===== src/rtl/scnn_pkg.sv =====
// Shared constants, index-vector types and sequencer state encoding for the
// SCNN output-coordinate scheduler.
package scnn_pkg;

    localparam int VEC      = 4;
    localparam int WT_IDX_W = 4;
    localparam int IP_IDX_W = 5;
    localparam int ADDR_W   = 4;

    typedef logic [VEC-1:0][WT_IDX_W-1:0] wt_vec_t;
    typedef logic [VEC-1:0][IP_IDX_W-1:0] ip_vec_t;

    localparam logic [2:0] ST_IDLE  = 3'd0;
    localparam logic [2:0] ST_RD    = 3'd1;
    localparam logic [2:0] ST_CAP   = 3'd2;
    localparam logic [2:0] ST_VALID = 3'd3;
    localparam logic [2:0] ST_FIN   = 3'd4;

    typedef enum logic [2:0] {
        IDLE  = ST_IDLE,
        RD    = ST_RD,
        CAP   = ST_CAP,
        VALID = ST_VALID,
        FIN   = ST_FIN
    } sched_state_e;

endpackage


===== src/rtl/scnn_chunk_ctr.sv =====
// Chunk index counter: walks 0..count-1 and flags the final chunk.
module scnn_chunk_ctr
    import scnn_pkg::*;
(
    input  logic              clk,
    input  logic              rst_n,
    input  logic [ADDR_W-1:0] count,
    input  logic              inc,
    input  logic              clr,
    output logic [ADDR_W-1:0] value,
    output logic              is_last
);

    logic [ADDR_W-1:0] limit;

    // count is nonzero whenever the sweep is using this counter
    assign limit   = count - ADDR_W'(1);
    assign is_last = (value == limit);

    always_ff @(posedge clk or negedge rst_n) begin
        if (!rst_n)
            value <= '0;
        else if (clr)
            value <= '0;
        else if (inc)
            value <= value + ADDR_W'(1);
    end

endmodule


===== src/rtl/scnn_cordn_sched.sv =====
// Sequencer for the SCNN output-coordinate unit: weight-major sweep over
// weight x input chunk pairs. Optional counters under SCNN_SCHED_PERF_EN.
module scnn_cordn_sched
    import scnn_pkg::*;
(
    input  logic                clk,
    input  logic                rst_n,
    input  logic                start,
    input  logic [ADDR_W-1:0]   num_wt_chunks,
    input  logic [ADDR_W-1:0]   num_ip_chunks,
    output logic                wt_rd_en,
    output logic [ADDR_W-1:0]   wt_addr,
    input  wt_vec_t             wt_rdata,
    output logic                ip_rd_en,
    output logic [ADDR_W-1:0]   ip_addr,
    input  ip_vec_t             ip_rdata,
    output wt_vec_t             comp_wt_ind,
    output ip_vec_t             comp_ip_ind,
    output logic [WT_IDX_W-1:0] offset_wt,
    output logic [IP_IDX_W-1:0] offset_ip,
    input  logic [WT_IDX_W-1:0] last_ind_wts,
    input  logic [IP_IDX_W-1:0] last_ind_ips,
    output logic                out_valid,
    input  logic                out_ready,
    output logic                busy,
    output logic                done,
    output logic [15:0]         stall_cycles,
    output logic [15:0]         pair_count
);

    sched_state_e        state;
    logic [ADDR_W-1:0]   num_wt;
    logic [ADDR_W-1:0]   num_ip;
    logic [WT_IDX_W-1:0] last_wt;
    logic                wt_read;
    logic                accept;
    logic                cnt_zero;
    logic                hs;
    logic                wt_inc;
    logic                ip_inc;
    logic                ip_clr;
    logic                wt_is_last;
    logic                ip_is_last;
    logic                ip_first;

    assign accept    = (state == IDLE) && start;
    assign cnt_zero  = (num_wt_chunks == '0) || (num_ip_chunks == '0);
    assign hs        = (state == VALID) && out_ready;
    assign ip_inc    = hs && !ip_is_last;
    assign wt_inc    = hs && ip_is_last && !wt_is_last;
    assign ip_clr    = accept || wt_inc;
    assign ip_first  = (ip_addr == '0);

    assign out_valid = (state == VALID);
    assign busy      = (state == RD) || (state == CAP) || (state == VALID);
    assign done      = (state == FIN);

    scnn_chunk_ctr u_wt_ctr (
        .clk     (clk),
        .rst_n   (rst_n),
        .count   (num_wt),
        .inc     (wt_inc),
        .clr     (accept),
        .value   (wt_addr),
        .is_last (wt_is_last)
    );

    scnn_chunk_ctr u_ip_ctr (
        .clk     (clk),
        .rst_n   (rst_n),
        .count   (num_ip),
        .inc     (ip_inc),
        .clr     (ip_clr),
        .value   (ip_addr),
        .is_last (ip_is_last)
    );

    always_ff @(posedge clk or negedge rst_n) begin
        if (!rst_n) begin
            state       <= IDLE;
            num_wt      <= '0;
            num_ip      <= '0;
            wt_rd_en    <= 1'b0;
            ip_rd_en    <= 1'b0;
            wt_read     <= 1'b0;
            comp_wt_ind <= '0;
            comp_ip_ind <= '0;
            offset_wt   <= '0;
            offset_ip   <= '0;
            last_wt     <= '0;
        end else begin
            wt_rd_en <= 1'b0;
            ip_rd_en <= 1'b0;
            case (state)
                IDLE: begin
                    if (start) begin
                        if (cnt_zero) begin
                            state <= FIN;
                        end else begin
                            num_wt    <= num_wt_chunks;
                            num_ip    <= num_ip_chunks;
                            offset_wt <= '0;
                            offset_ip <= '0;
                            wt_rd_en  <= 1'b1;
                            ip_rd_en  <= 1'b1;
                            state     <= RD;
                        end
                    end
                end
                RD: begin
                    wt_read <= wt_rd_en;
                    state   <= CAP;
                end
                CAP: begin
                    // the weight buffer output is only meaningful after a weight read
                    if (wt_read)
                        comp_wt_ind <= wt_rdata;
                    comp_ip_ind <= ip_rdata;
                    state       <= VALID;
                end
                VALID: begin
                    if (out_ready) begin
                        if (ip_first)
                            last_wt <= last_ind_wts;
                        if (!ip_is_last) begin
                            offset_ip <= last_ind_ips + IP_IDX_W'(1);
                            ip_rd_en  <= 1'b1;
                            state     <= RD;
                        end else if (!wt_is_last) begin
                            // single-input sweeps finish the weight chunk on its first handshake
                            offset_wt <= (ip_first ? last_ind_wts : last_wt) + WT_IDX_W'(1);
                            offset_ip <= '0;
                            wt_rd_en  <= 1'b1;
                            ip_rd_en  <= 1'b1;
                            state     <= RD;
                        end else begin
                            state <= FIN;
                        end
                    end
                end
                FIN:     state <= IDLE;
                default: state <= IDLE;
            endcase
        end
    end

`ifdef SCNN_SCHED_PERF_EN
    logic [15:0] stall_q;
    logic [15:0] pair_q;

    always_ff @(posedge clk or negedge rst_n) begin
        if (!rst_n) begin
            stall_q <= '0;
            pair_q  <= '0;
        end else if (accept) begin
            stall_q <= '0;
            pair_q  <= '0;
        end else begin
            if ((state == VALID) && !out_ready)
                stall_q <= stall_q + 16'd1;
            if (hs)
                pair_q <= pair_q + 16'd1;
        end
    end

    assign stall_cycles = stall_q;
    assign pair_count   = pair_q;
`else
    assign stall_cycles = '0;
    assign pair_count   = '0;
`endif

endmodule


===== config.mk =====
export PLATFORM = sky130hd
export DESIGN_NAME = scnn_cordn_sched
export DESIGN_NICKNAME = d
export VERILOG_FILES = /design/src/rtl/scnn_pkg.sv /design/src/rtl/scnn_chunk_ctr.sv /design/src/rtl/scnn_cordn_sched.sv
export SDC_FILE = /design/constraint.sdc
export NUM_CORES = 1
export LEC_CHECK = 0
export ABC_AREA = 1
export BUFFER_PORTS_ARGS = -buffer_cell sky130_fd_sc_hd__buf_2
export CORE_MARGIN = 2
export CORE_UTILIZATION = 53
export DETAILED_ROUTE_END_ITERATION = 10
export PLACE_DENSITY = 0.86
export SLEW_MARGIN = 20
export SYNTH_ARGS = -nofsm -noshare
export SYNTH_HDL_FRONTEND = slang
export SYNTH_SLANG_ARGS = --single-unit

===== constraint.sdc =====
create_clock -name clk -period 4.5 [get_ports clk]
set_input_delay 0.9 -clock clk [delete_from_list [all_inputs] [get_ports clk]]
set_output_delay 0.9 -clock clk [all_outputs]
set_load 0.02 [all_outputs]

# Yosys cells after proc, flatten, opt, wreduce, memory -nomap -nowiden
# Index checks and enable logic that the tools add are counted.
# op_classes
n_addsub	6
n_eq_ne	12
n_mux	32
n_bitwise	1
n_reduce_logical	24
# op_table
cell	n
two-way mux 4 bit	10
two-way mux 5 bit	5
two-way mux 3 bit	5
adder 4 x 1 -> 4 bit (second input constant)	3
zero test 4 bit	3
one-hot mux 3 bit (4 select lines)	1
one-hot mux 5 bit (2 select lines)	1
== test 4 bit	2
one-hot mux 4 bit (2 select lines)	1
subtractor 4 x 1 -> 4 bit (second input constant)	2
two-way mux 1 bit	7
== test 3 x 2 -> 1 bit (second input constant)	2
!= test 2 bit (second input constant)	3
AND reduction 2 bit	3
AND reduction 6 bit	1
nonzero test 2 bit	3
adder 5 x 1 -> 5 bit (second input constant)	1
logical AND 1 bit	5
AND reduction 5 bit	1
logical OR 1 bit	4
!= test 2 x 1 -> 1 bit (second input constant)	2
one-hot mux 1 bit (2 select lines)	2
== test 3 x 1 -> 1 bit (second input constant)	1
== test 3 bit (second input constant)	1
5 further kinds	6
# word_totals
ff_bits	71
input_bits	57
output_inout_bits	90
wordCells	94

# Depth between registers and ports, before layout
# Gate-level depths: netlist (run 1).
# logic_depth
word_depth	7
mapped_depth	13
ltp_nobuf	13

# By module
# From an unflattened synthesis (run 1), not the netlist that was laid out.
# hier_totals
hier_cells	426
area_unflattened_um2	3633.5
# modules_own_cells
mod	instances	cells_per_inst	area_per_inst_um2	seq_area_each_um2
scnn_cordn_sched	1	314	2970.3	1576.5
scnn_chunk_ctr	2	56	331.6	100.1

# Least setup slack after synthesis (run 1)
# OpenSTA, ideal clock, no wires.
# synth_timing
path_kind	register to output
startpoint	reg state[0]
endpoint	out done
arrival_ns	0.934
t_required_ns	3.600
slack_ns	2.666
path_stages_with_launch	4
cell_sequence	dfrtp_1 -> nor2_1 -> inv_1 -> nor2_1
# synth_between
elab_chain_len	1
# synth_lines
element	line_no	rtl
from (decl)	scnn_cordn_sched.sv:31	sched_state_e state;
from (signal assigned)	scnn_cordn_sched.sv:80	state <= IDLE;
from (signal assigned)	scnn_cordn_sched.sv:98	state <= FIN;
from (signal assigned)	scnn_cordn_sched.sv:106	state <= RD;
== test 3 bit	scnn_cordn_sched.sv:56	assign done = (state == FIN);
to (decl)	scnn_cordn_sched.sv:26	output logic done,
# No other way between the ends.

# Final worst setup path (run 1)
# layout_timing
startpoint	reg state[2]
endpoint	out out_valid
# layout_between
elab_chain_len	1
# layout_lines
element	line_no	rtl
== test 3 x 2 -> 1 bit	scnn_cordn_sched.sv:54	assign out_valid = (state == VALID);
to (decl)	scnn_cordn_sched.sv:23	output logic out_valid,
# No other way between the ends.

==> flow_metrics.py, run 1 <==
metrics = {
    "cts": {
        "cts_buffers": 9,
        "cts_tree": "yes",
        "post_cts_buffers": 0,
        "cts_sinks": 71,
        "hold_buffers": 0,
        "path_clk_slew_ps": 70,
        "htree_levels": 3,
        "post_cts_resized": 0,
        "clock_path_buffers": 2,
        "insertion_delay_ps": 340,
        "cts_root_buf": "clkbuf_8",
    },
    "logic_synthesis": {
        "synth_common_cells": "nand2_1 (165), dfrtp_1 (71), inv_1 (42)",
        "ys_top_cells_by_area": "dfrtp_1 (47%), nand2_1 (16%), buf_4 (6.3%)",
        "yosys.area.top_type_share_pct": 46.82,
        "yosysUniqueCellTypes": 29,
        "yosys.cell_count.top_type": "nand2_1",
        "async_flop_share_pct": 100.0,
        "ys.flop_type": "dfrtp_1",
        "synth_edf_count": 0,
        "postSynthAreaPerCell_um2": 8.414,
        "syn-cell-area_um2": 3795,
        "synthCells": 451,
        "yosysSeqAreaShare_pct": 46.82,
        "synth-seq-cells": 71,
        "ys_warn_count": 0,
        "yosysTopAreaCell": "dfrtp_1",
    },
    "sta": {
        "setup_violations": 0,
        "slew_violations": 0,
        "skew_ps": 8.948,
        "relSlewSlack_pct": 46.54,
        "final_hold_viol_count": 0,
        "tightest_slew_ps": 799.4,
        "post-route-period-util_pct": 52.54,
        "clock.fmax_mhz": 423.0,
        "layout_setup_ws_ps": 2136,
        "grt_setup_unrepaired": "false",
        "min_period_ps": 2364,
        "tns_ps": 0,
    },
    "critical_path": {
        "crit_start": "state[2]",
        "r2r_start": "state[2]",
        "cp-end-kind": "output pin",
        "reg2reg_setup_slack_ps": 2280,
        "required_ps": 3600,
        "reg2reg_depth": 3,
        "r2r-end": "comp_wt_ind[4]",
        "worst_setup_path_start_kind": "flip-flop",
        "crit_type": "flip-flop to output pin",
        "critPathMaxStageDelay_ps": 470,
        "cp_slowest_cell": "dfrtp_1",
        "critPathTopFamily": "buffers and inverters",
        "cp_num_buf_inv": 3,
        "crit_cells": 4,
        "worstPathMaxFanout": 7,
        "endpoint": "out_valid",
        "crit_arrival_ps": 1460,
        "cp_cell_sequence": "inv_2, nand3_2, inv_1, buf_2",
    },
    "floorplan": {
        "fp.dieW_um": 88.62,
        "die_h_um": 88.62,
        "pin_count": 147,
        "start_util_pct": 55.25,
        "dieArea_um2": 7853,
        "core_um2": 6869,
        "rows": 30,
    },
    "route": {
        "vias_per_cell": 4.719,
        "ant_nets": 0,
        "wl_per_cell_um": 12.00,
        "drt_wl_total_um": 8016,
        "drc_errors": 0,
        "num_vias": 3152,
        "drtIter0Drc": 104,
        "first_pass_iters": 4,
    },
    "power_and_ir_drop": {
        "power_frac_seq_pct": 35.6,
        "power_mw": 3.094,
        "combPwrFrac_pct": 49.4,
        "p_per_area_nw_per_um2": 687.6,
        "leakage_nw": 2.644,
        "switchingPower_mw": 1.428,
        "sw_frac_of_total_pct": 46.14,
        "internal_power_mw": 1.666,
        "peakVddDrop_mv": 0.2977,
        "clockPowerShare_pct": 15.0,
    },
    "global_routing": {
        "grt-ovfl-total": 0,
        "grt_pass1_wl_um": 13040,
        "antenna_found_initial": 0,
        "grt_usage_pct": 21.70,
        "grt_max_degree": 45,
        "first_global_vias": 3015,
    },
    "cells_and_area": {
        "nets": 631,
        "n_fill_cell": 605,
        "areaGrowthSynthToFinish_pct": 18.56,
        "utilization_pct": 65.50,
        "drive_gt1_share_pct": 30.77,
        "n_antenna_cell": 0,
        "final_cells": 668,
    },
    "placement": {
        "hpwl_um": 6206,
        "gp_congestion": 0.8466,
        "pre_cts_ws_ps": 2274,
        "io_buffers": 114,
        "dp.cells": 652,
    },
    "hold_path": {
        "hp-class": "flip-flop to flip-flop",
        "whs_path_depth": 2,
    },
    "job": {
        "drv_cap": 0,
    },
    "run_status": {
        "status": "finished clean",
    },
}
-- power by group through the flow --
stage / sequential [mW] / combinational (mW) / clock (mW)
floorplan: 1.34 / 0.879 / 0
global placement: 1.10 / 1.48 / 0
detailed placement: 1.10 / 1.54 / 0
CTS: 1.10 / 1.54 / 0.478
global route: 1.13 / 1.72 / 0.505
finish: 1.10 / 1.53 / 0.465
-- worst min-delay path by stage --
stage / start / endpoint
final: comp_ip_ind[5] / comp_ip_ind[5]
after global routing: comp_ip_ind[17] / comp_ip_ind[17]
after CTS: comp_ip_ind[5] / comp_ip_ind[5]
after detailed placement: comp_ip_ind[5] / comp_ip_ind[5]
after global placement: comp_ip_ind[0] / comp_ip_ind[0]
after floorplan: last_wt[0] / last_wt[0]
-- kinds of logic after synthesis --
logic type / after synthesis / share of synthesized area [%]
AOI/OAI and AO/OA: 17 / 2.440
xor gates and xnor gates: 7 / 1.616
adders and majority gates: 7 / 2.308
buffers and inverters: 91 / 12.66
DFF: 71 / 46.82
muxes: 17 / 6.034
other: 1 / 0.09882
and+or+nand+nor: 240 / 28.03
-- cell type report --
| cell class | count | area [µm²] | share of cell area, % |
|---|---|---|---|
| Clock buffer | 10 | 137.6 | 3.059 |
| Clock inverter | 6 | 45.04 | 1.001 |
| Inverter | 50 | 187.7 | 4.171 |
| Multi-Input combinational cell | 320 | 1654 | 36.76 |
| Sequential cell | 71 | 1777 | 39.49 |
| Tap cell | 96 | 120.1 | 2.670 |
| Timing Repair Buffer | 115 | 578.1 | 12.85 |
-- routing by layer --
| metal | vias up | global-route usage (%) | wire, µm |
|---|---|---|---|
| met5 | - | 0 | 0 |
| met4 | 0 | 11.85 | 199 |
| met3 | 15 | 4.384 | 395 |
| met2 | 97 | 35.89 | 4052 |
| met1 | 1470 | 26.74 | 3368 |
| li1 | 1570 | - | - |
-- state kept, by name, summed over array words and instances, names as in the netlist --
| signal | flops |
|---|---|
| comp_ip_ind | 20 |
| comp_wt_ind | 16 |
| ip_rd_en | 1 |
| last_wt | 4 |
| num_ip | 4 |
| num_wt | 4 |
| offset_ip | 5 |
| offset_wt | 4 |
| state | 3 |
| u_ip_ctr.value | 4 |
| u_wt_ctr.value | 4 |
| wt_rd_en | 1 |
| wt_read | 1 |
-- worst min-delay path, delay by kind of cell, from the launching register on --
family | cells | cell delay (ps)
simple gates | 2 | 90
flops | 1 | 340
-- placed cells by master (no fill, tap or decap), types with 10 or more instances in the layout --
| master | Yosys | final |
|---|---|---|
| nand2_1 | 165 | 165 |
| buf_2 | 3 | 114 |
| dfrtp_1 | 71 | 71 |
| inv_1 | 42 | 42 |
| nand3_1 | 35 | 35 |
| conb_1 | 1 | 32 |
| nor2_1 | 17 | 17 |
| mux2_4 | 10 | 10 |
| clkbuf_8 | 0 | 10 |
-- metrics by stage --
stage | instance area, µm² | hold WS, ps
final | 4499 | 471.2
after floorplan | 3911 | 449.3
after global placement | 4317 | 456.3
after detailed placement | 4317 | 455.8
after global routing | 4499 | 509.9
after CTS | 4499 | 475.6
No activity file was read; power rests on OpenSTA's default activity.
==> inputs of run 2 (changes only) <==
--- a/config.mk
+++ b/config.mk
@@ -8,9 +8,9 @@
 export ABC_AREA = 1
 export BUFFER_PORTS_ARGS = -buffer_cell sky130_fd_sc_hd__buf_2
 export CORE_MARGIN = 2
-export CORE_UTILIZATION = 53
+export CORE_UTILIZATION = 49
 export DETAILED_ROUTE_END_ITERATION = 10
-export PLACE_DENSITY = 0.86
+export PLACE_DENSITY = 0.8
 export SLEW_MARGIN = 20
 export SYNTH_ARGS = -nofsm -noshare
 export SYNTH_HDL_FRONTEND = slang
==> constraint.sdc (replaced) <==
create_clock -name clk -period 2.3 [get_ports clk]
set_input_delay 0.46 -clock clk [delete_from_list [all_inputs] [get_ports clk]]
set_output_delay 0.46 -clock clk [all_outputs]
set_load 0.02 [all_outputs]
==> run 2 against run 1 <==
- sequential cell count did not move
- largest power group unchanged
- register-to-register slack got worse by 1900 ps
- via count decreased by 1.4%
- sequential share of layout area decreased by 0.24 points
- first-iteration DRC count rose by 13%
- global-route usage shrank 2.1 points
- wire length decreased by 0.84%
==> flow_metrics.py, run 2 (synthesized netlist as in run 1, its figures left out) <==
metrics = {
    "run_status": {
        "status": "finished clean",
    },
    "critical_path": {
        "crit_type": "flip-flop to output pin",
        "r2r_start": "num_ip[0]",
        "worstPathMaxFanout": 7,
        "reg2reg_depth": 12,
        "worst_setup_path_start_kind": "flip-flop",
        "endpoint": "out_valid",
        "required_ps": 1840,
        "crit_start": "state[2]",
        "reg2reg_setup_slack_ps": 380,
        "r2r-end": "offset_wt[0]",
        "crit_arrival_ps": 1500,
        "cp-end-kind": "output pin",
    },
    "power_and_ir_drop": {
        "leakage_nw": 2.654,
        "combPwrFrac_pct": 49.6,
        "sw_frac_of_total_pct": 45.95,
        "power_mw": 6.054,
        "clockPowerShare_pct": 15.1,
        "power_frac_seq_pct": 35.3,
        "p_per_area_nw_per_um2": 1337,
        "internal_power_mw": 3.272,
        "switchingPower_mw": 2.782,
        "peakVddDrop_mv": 0.8011,
    },
    "global_routing": {
        "grt_max_degree": 72,
        "grt_pass1_wl_um": 13190,
        "grt_usage_pct": 19.61,
        "antenna_found_initial": 0,
        "first_global_vias": 2956,
        "grt-ovfl-total": 0,
    },
    "floorplan": {
        "dieArea_um2": 8465,
        "die_h_um": 92.01,
        "start_util_pct": 49.88,
        "core_um2": 7607,
        "rows": 32,
        "fp.dieW_um": 92.01,
        "pin_count": 147,
    },
    "cells_and_area": {
        "final_common_cell": "nand2_1",
        "multi_input_area_um2": 1654,
        "largest_register": "comp_ip_ind",
        "layout_common_cells": "nand2_1 (165), buf_2 (114), dfrtp_1 (71), inv_1 (42), nand3_1 (35)",
        "largest_register_ffs": 20,
        "largest_registers": "comp_ip_ind: 20 flops, comp_wt_ind: 16 flops, offset_ip: 5 flops",
        "n_fill_cell": 693,
        "areaGrowthSynthToFinish_pct": 19.29,
        "n_antenna_cell": 0,
        "seq_area_um2": 1777,
        "nets": 632,
        "drive_gt1_share_pct": 30.89,
    },
    "sta": {
        "whs_ps": 130.7,
        "slew_violations": 0,
        "setup_violations": 0,
        "tightest_slew_ps": 607.5,
        "grt_setup_unrepaired": "false",
        "min_period_ps": 1958,
        "tns_ps": 0,
        "skew_ps": 9.661,
        "post-route-period-util_pct": 85.12,
        "clock.fmax_mhz": 510.8,
        "final_hold_viol_count": 0,
        "relSlewSlack_pct": 59.45,
    },
    "job": {
        "drv_cap": 0,
    },
    "placement": {
        "io_buffers": 114,
        "gp_congestion": 0.7797,
        "hpwl_um": 6071,
    },
    "route": {
        "vias_per_cell": 4.606,
        "wl_per_cell_um": 11.78,
        "drt_wl_total_um": 7949,
        "first_pass_iters": 4,
        "num_vias": 3109,
        "ant_nets": 0,
        "drtIter0Drc": 117,
        "drc_errors": 0,
    },
    "cts": {
        "cts_buffers": 9,
        "post_cts_buffers": 0,
        "cts_root_buf": "clkbuf_8",
        "htree_levels": 3,
        "cts_sinks": 71,
        "clock_path_buffers": 2,
        "hold_buffers": 0,
        "path_clk_slew_ps": 70,
        "post_cts_resized": 0,
        "insertion_delay_ps": 350,
        "cts_tree": "yes",
    },
    "hold_path": {
        "hp-class": "input pin to async pin",
    },
}
[run 2: power groups by stage]
stage	Clock (mW)	Combinational [mW]	Sequential [mW]
final	0.912	3.00	2.14
after global routing	0.988	3.37	2.21
after CTS	0.938	3.03	2.14
after detailed placement	0	3.04	2.15
after global placement	0	2.92	2.14
after floorplan	0	1.72	2.62
[run 2: per-layer routing]
metal  wire length, µm  vias to the layer above  share of wire (%)  global-route usage (%)
li1                  -                     1572                  -                       -
met3               470                       10                5.9                   5.177
met4               106                        0                1.3                   7.463
met1              3375                     1430                 42                   24.84
met2              3997                       97                 50                   32.29
met5                 0                        -                  0                       0
[run 2: worst min path at each step]
stage                         from        endpoint  cells past startpoint
finish                       rst_n    offset_ip[0]                      2
global route                 rst_n       num_ip[0]                      2
CTS                          rst_n  comp_wt_ind[8]                      2
detailed placement  comp_ip_ind[8]  comp_ip_ind[8]                      2
global placement    comp_ip_ind[4]  comp_ip_ind[4]                      2
floorplan                    rst_n  comp_ip_ind[0]                      0
[run 2: critical path, stage by stage (launching register included)]
cell     delay (ps)
dfrtp_1         460
inv_2           110
nand3_2         130
inv_1           240
buf_2           210
[run 2: area by class of cell]
class                           count  area share (%)
Clock buffer                       10           3.040
Clock inverter                      6          0.9950
Inverter                           50           4.146
Multi-Input combinational cell    320           36.54
Sequential cell                    71           39.25
Tap cell                          102           2.819
Timing Repair Buffer              116           13.21
[run 2: through the flow]
stage	area, µm²	std cells	utilization, %	worst slack (ps)
global placement	4344	659	57.11	470.4
finish	4527	675	59.51	342.3
CTS	4527	675	59.51	329.7
global route	4527	675	59.51	179.0
floorplan	3911	482	-	648.8
detailed placement	4344	659	57.11	406.5
==> inputs of run 3 (changes only) <==
--- a/config.mk
+++ b/config.mk
@@ -5,10 +5,11 @@
 export SDC_FILE = /design/constraint.sdc
 export NUM_CORES = 1
 export LEC_CHECK = 0
-export ABC_AREA = 1
+export ABC_AREA = 0
+export ABC_CLOCK_PERIOD_IN_PS = 2300
 export BUFFER_PORTS_ARGS = -buffer_cell sky130_fd_sc_hd__buf_2
 export CORE_MARGIN = 2
-export CORE_UTILIZATION = 49
+export CORE_UTILIZATION = 48
 export DETAILED_ROUTE_END_ITERATION = 10
 export PLACE_DENSITY = 0.8
 export SLEW_MARGIN = 20
==> run 3 against run 2 <==
- cell count is 20% lower
- sequential cell count is the same
- via count shrank 16%
- area after synthesis fell by 6.7%
- clock skew is 1.1 ps higher
- maximum frequency fell by 8.9%
- critical path depth grew 2
- clock-buffer cell count did not move
- clock power is 23% higher
- wire length down 11%
- sequential power shrank 5%
- register-to-register slack lost 230 ps
- critical endpoint is now offset_ip[4]
- highest routed layer unchanged
==> flow_metrics.py, run 3 <==
metrics = {
    "run_status": {
        "status": "finished clean",
    },
    "cts": {
        "post_cts_buffers": 0,
        "htree_levels": 3,
        "cts_root_buf": "clkbuf_8",
        "cts_buffers": 9,
        "cts_sinks": 71,
        "path_clk_slew_ps": 70,
        "hold_buffers": 0,
        "cts_tree": "yes",
        "post_cts_resized": 0,
        "clock_path_buffers": 2,
        "insertion_delay_ps": 340,
    },
    "logic_synthesis": {
        "synth-seq-cells": 71,
        "synth_edf_count": 0,
        "yosys.area.top_type_share_pct": 50.18,
        "synthCells": 307,
        "yosysUniqueCellTypes": 41,
        "ys_warn_count": 0,
        "synth_common_cells": "dfrtp_1 (71), mux2_2 (48), buf_4 (32)",
        "postSynthAreaPerCell_um2": 11.53,
        "syn-cell-area_um2": 3541,
        "ys.flop_type": "dfrtp_1",
        "yosysSeqAreaShare_pct": 50.18,
        "ys_top_cells_by_area": "dfrtp_1 (50%), mux2_2 (15%), buf_4 (6.8%)",
        "yosys.cell_count.top_type": "dfrtp_1",
        "async_flop_share_pct": 100.0,
        "yosysTopAreaCell": "dfrtp_1",
    },
    "critical_path": {
        "worst_setup_path_start_kind": "flip-flop",
        "cp-end-kind": "flip-flop",
        "worstPathMaxFanout": 6,
        "crit_type": "flip-flop to flip-flop",
        "cp_slowest_cell": "or4b_1",
        "reg2reg_setup_slack_ps": 150,
        "critPathMaxStageDelay_ps": 590,
        "required_ps": 2520,
        "reg2reg_depth": 6,
        "r2r-end": "offset_ip[4]",
        "cp_cell_sequence": "or4b_1, nor3_4, nor4_1, buf_4, a22oi_4, mux2_2",
        "crit_arrival_ps": 2370,
        "r2r_start": "state[2]",
    },
    "job": {
        "drv_cap": 0,
    },
    "sta": {
        "setup_violations": 0,
        "skew_ps": 10.72,
        "final_hold_viol_count": 0,
        "min_period_ps": 2150,
        "slew_violations": 0,
        "grt_setup_unrepaired": "false",
        "post-route-period-util_pct": 93.48,
        "clock.fmax_mhz": 465.1,
        "tns_ps": 0,
    },
    "route": {
        "drt_wl_total_um": 7040,
        "first_pass_iters": 4,
        "drtIter0Drc": 124,
        "wl_per_cell_um": 13.04,
        "ant_nets": 0,
        "vias_per_cell": 4.857,
        "num_vias": 2623,
        "drc_errors": 0,
    },
    "placement": {
        "gp_congestion": 0.8385,
        "io_buffers": 114,
        "hpwl_um": 5373,
        "dp.cells": 524,
    },
    "cells_and_area": {
        "n_antenna_cell": 0,
        "utilization_pct": 61.46,
        "drive_gt1_share_pct": 45.58,
        "areaGrowthSynthToFinish_pct": 25.23,
        "layout_common_cells": "buf_2 (114), dfrtp_1 (71), mux2_2 (48), conb_1 (32), nand2_1 (24)",
        "largest_register_ffs": 20,
        "final_cells": 540,
        "largest_register": "comp_ip_ind",
        "final_common_cell": "buf_2",
        "n_fill_cell": 614,
        "largest_registers": "comp_ip_ind: 20 flops, comp_wt_ind: 16 flops, offset_ip: 5 flops",
        "nets": 500,
    },
    "power_and_ir_drop": {
        "leakage_nw": 2.344,
        "power_mw": 5.846,
        "p_per_area_nw_per_um2": 1318,
        "peakVddDrop_mv": 0.6964,
    },
    "floorplan": {
        "rows": 31,
        "fp.dieW_um": 89.89,
        "core_um2": 7214,
        "die_h_um": 89.89,
        "pin_count": 147,
        "dieArea_um2": 8080,
        "start_util_pct": 49.08,
    },
    "global_routing": {
        "grt-ovfl-total": 0,
        "grt_pass1_wl_um": 11830,
        "grt_usage_pct": 18.15,
        "grt_max_degree": 72,
        "first_global_vias": 2481,
        "antenna_found_initial": 0,
    },
    "hold_path": {
        "hp-class": "input pin to async pin",
    },
}
[run 3: worst max-delay path by stage]
stage,startpoint,endpoint,cells after the start
after detailed placement,start,offset_ip[4],7
after global placement,start,offset_ip[3],7
after floorplan,u_ip_ctr.value[0],offset_wt[2],8
after CTS,state[2],offset_ip[4],6
final,state[2],offset_ip[4],6
after global routing,num_ip[0],offset_wt[3],8
[run 3: cell type report]
type                    instances  area, µm²  area share [%]
repair buffers                132      718.2           16.20
clock inverters                 6      92.59           2.088
multi-input cells             210       1540           34.73
clock buffers                  10      137.6           3.104
inverters                      12      45.04           1.016
flip-flops and latches         71       1777           40.07
well taps                      99      123.9           2.793
[run 3: cell families after synthesis]
logic type	count (synthesis)	share of synthesized area (%)
AO/OA/AOI/OAI	24	4.311
XOR/XNOR	16	4.346
adder cells (fa/ha/maj)	7	2.473
buffers and inverters	57	9.753
flip-flops	71	50.18
multiplexers	56	17.53
other	1	0.1059
AND/OR/NAND/NOR	75	11.31
[run 3: stage by stage]
step                setup slack [ps]  area (µm²)  hold WS (ps)
floorplan                      114.0        3657         164.4
global placement               67.34        4204         462.4
detailed placement             5.163        4204         475.4
CTS                            137.8        4434         141.0
global route                   7.683        4434         163.1
finish                         150.0        4434         122.4
[run 3: worst max-delay path, delay by kind of cell, from the launching register on]
kind	cells	cell delay, ps
AND/OR/NAND/NOR	3	880
multiplexers	1	370
AO/OA/AOI/OAI	1	250
flip-flops	1	380
buffers and inverters	1	150
[run 3: power by group]
part	internal (mW)	leakage, nW	switching [mW]	total, mW
sequential	1.74	0.887	0.286	2.03
combinational	1.17	1.35	1.52	2.69
clock	0.646	0.109	0.477	1.12
total	3.56	2.34	2.28	5.85
[run 3: metal layers]
metal / vias to the layer above / part of all wire [%] / global-route usage (%)
met2: 104 / 50 / 29.61
li1: 1256 / - / -
met4: 0 / 1.7 / 7.949
met3: 11 / 6.7 / 4.275
met5: - / 0 / 0
met1: 1252 / 42 / 23.24
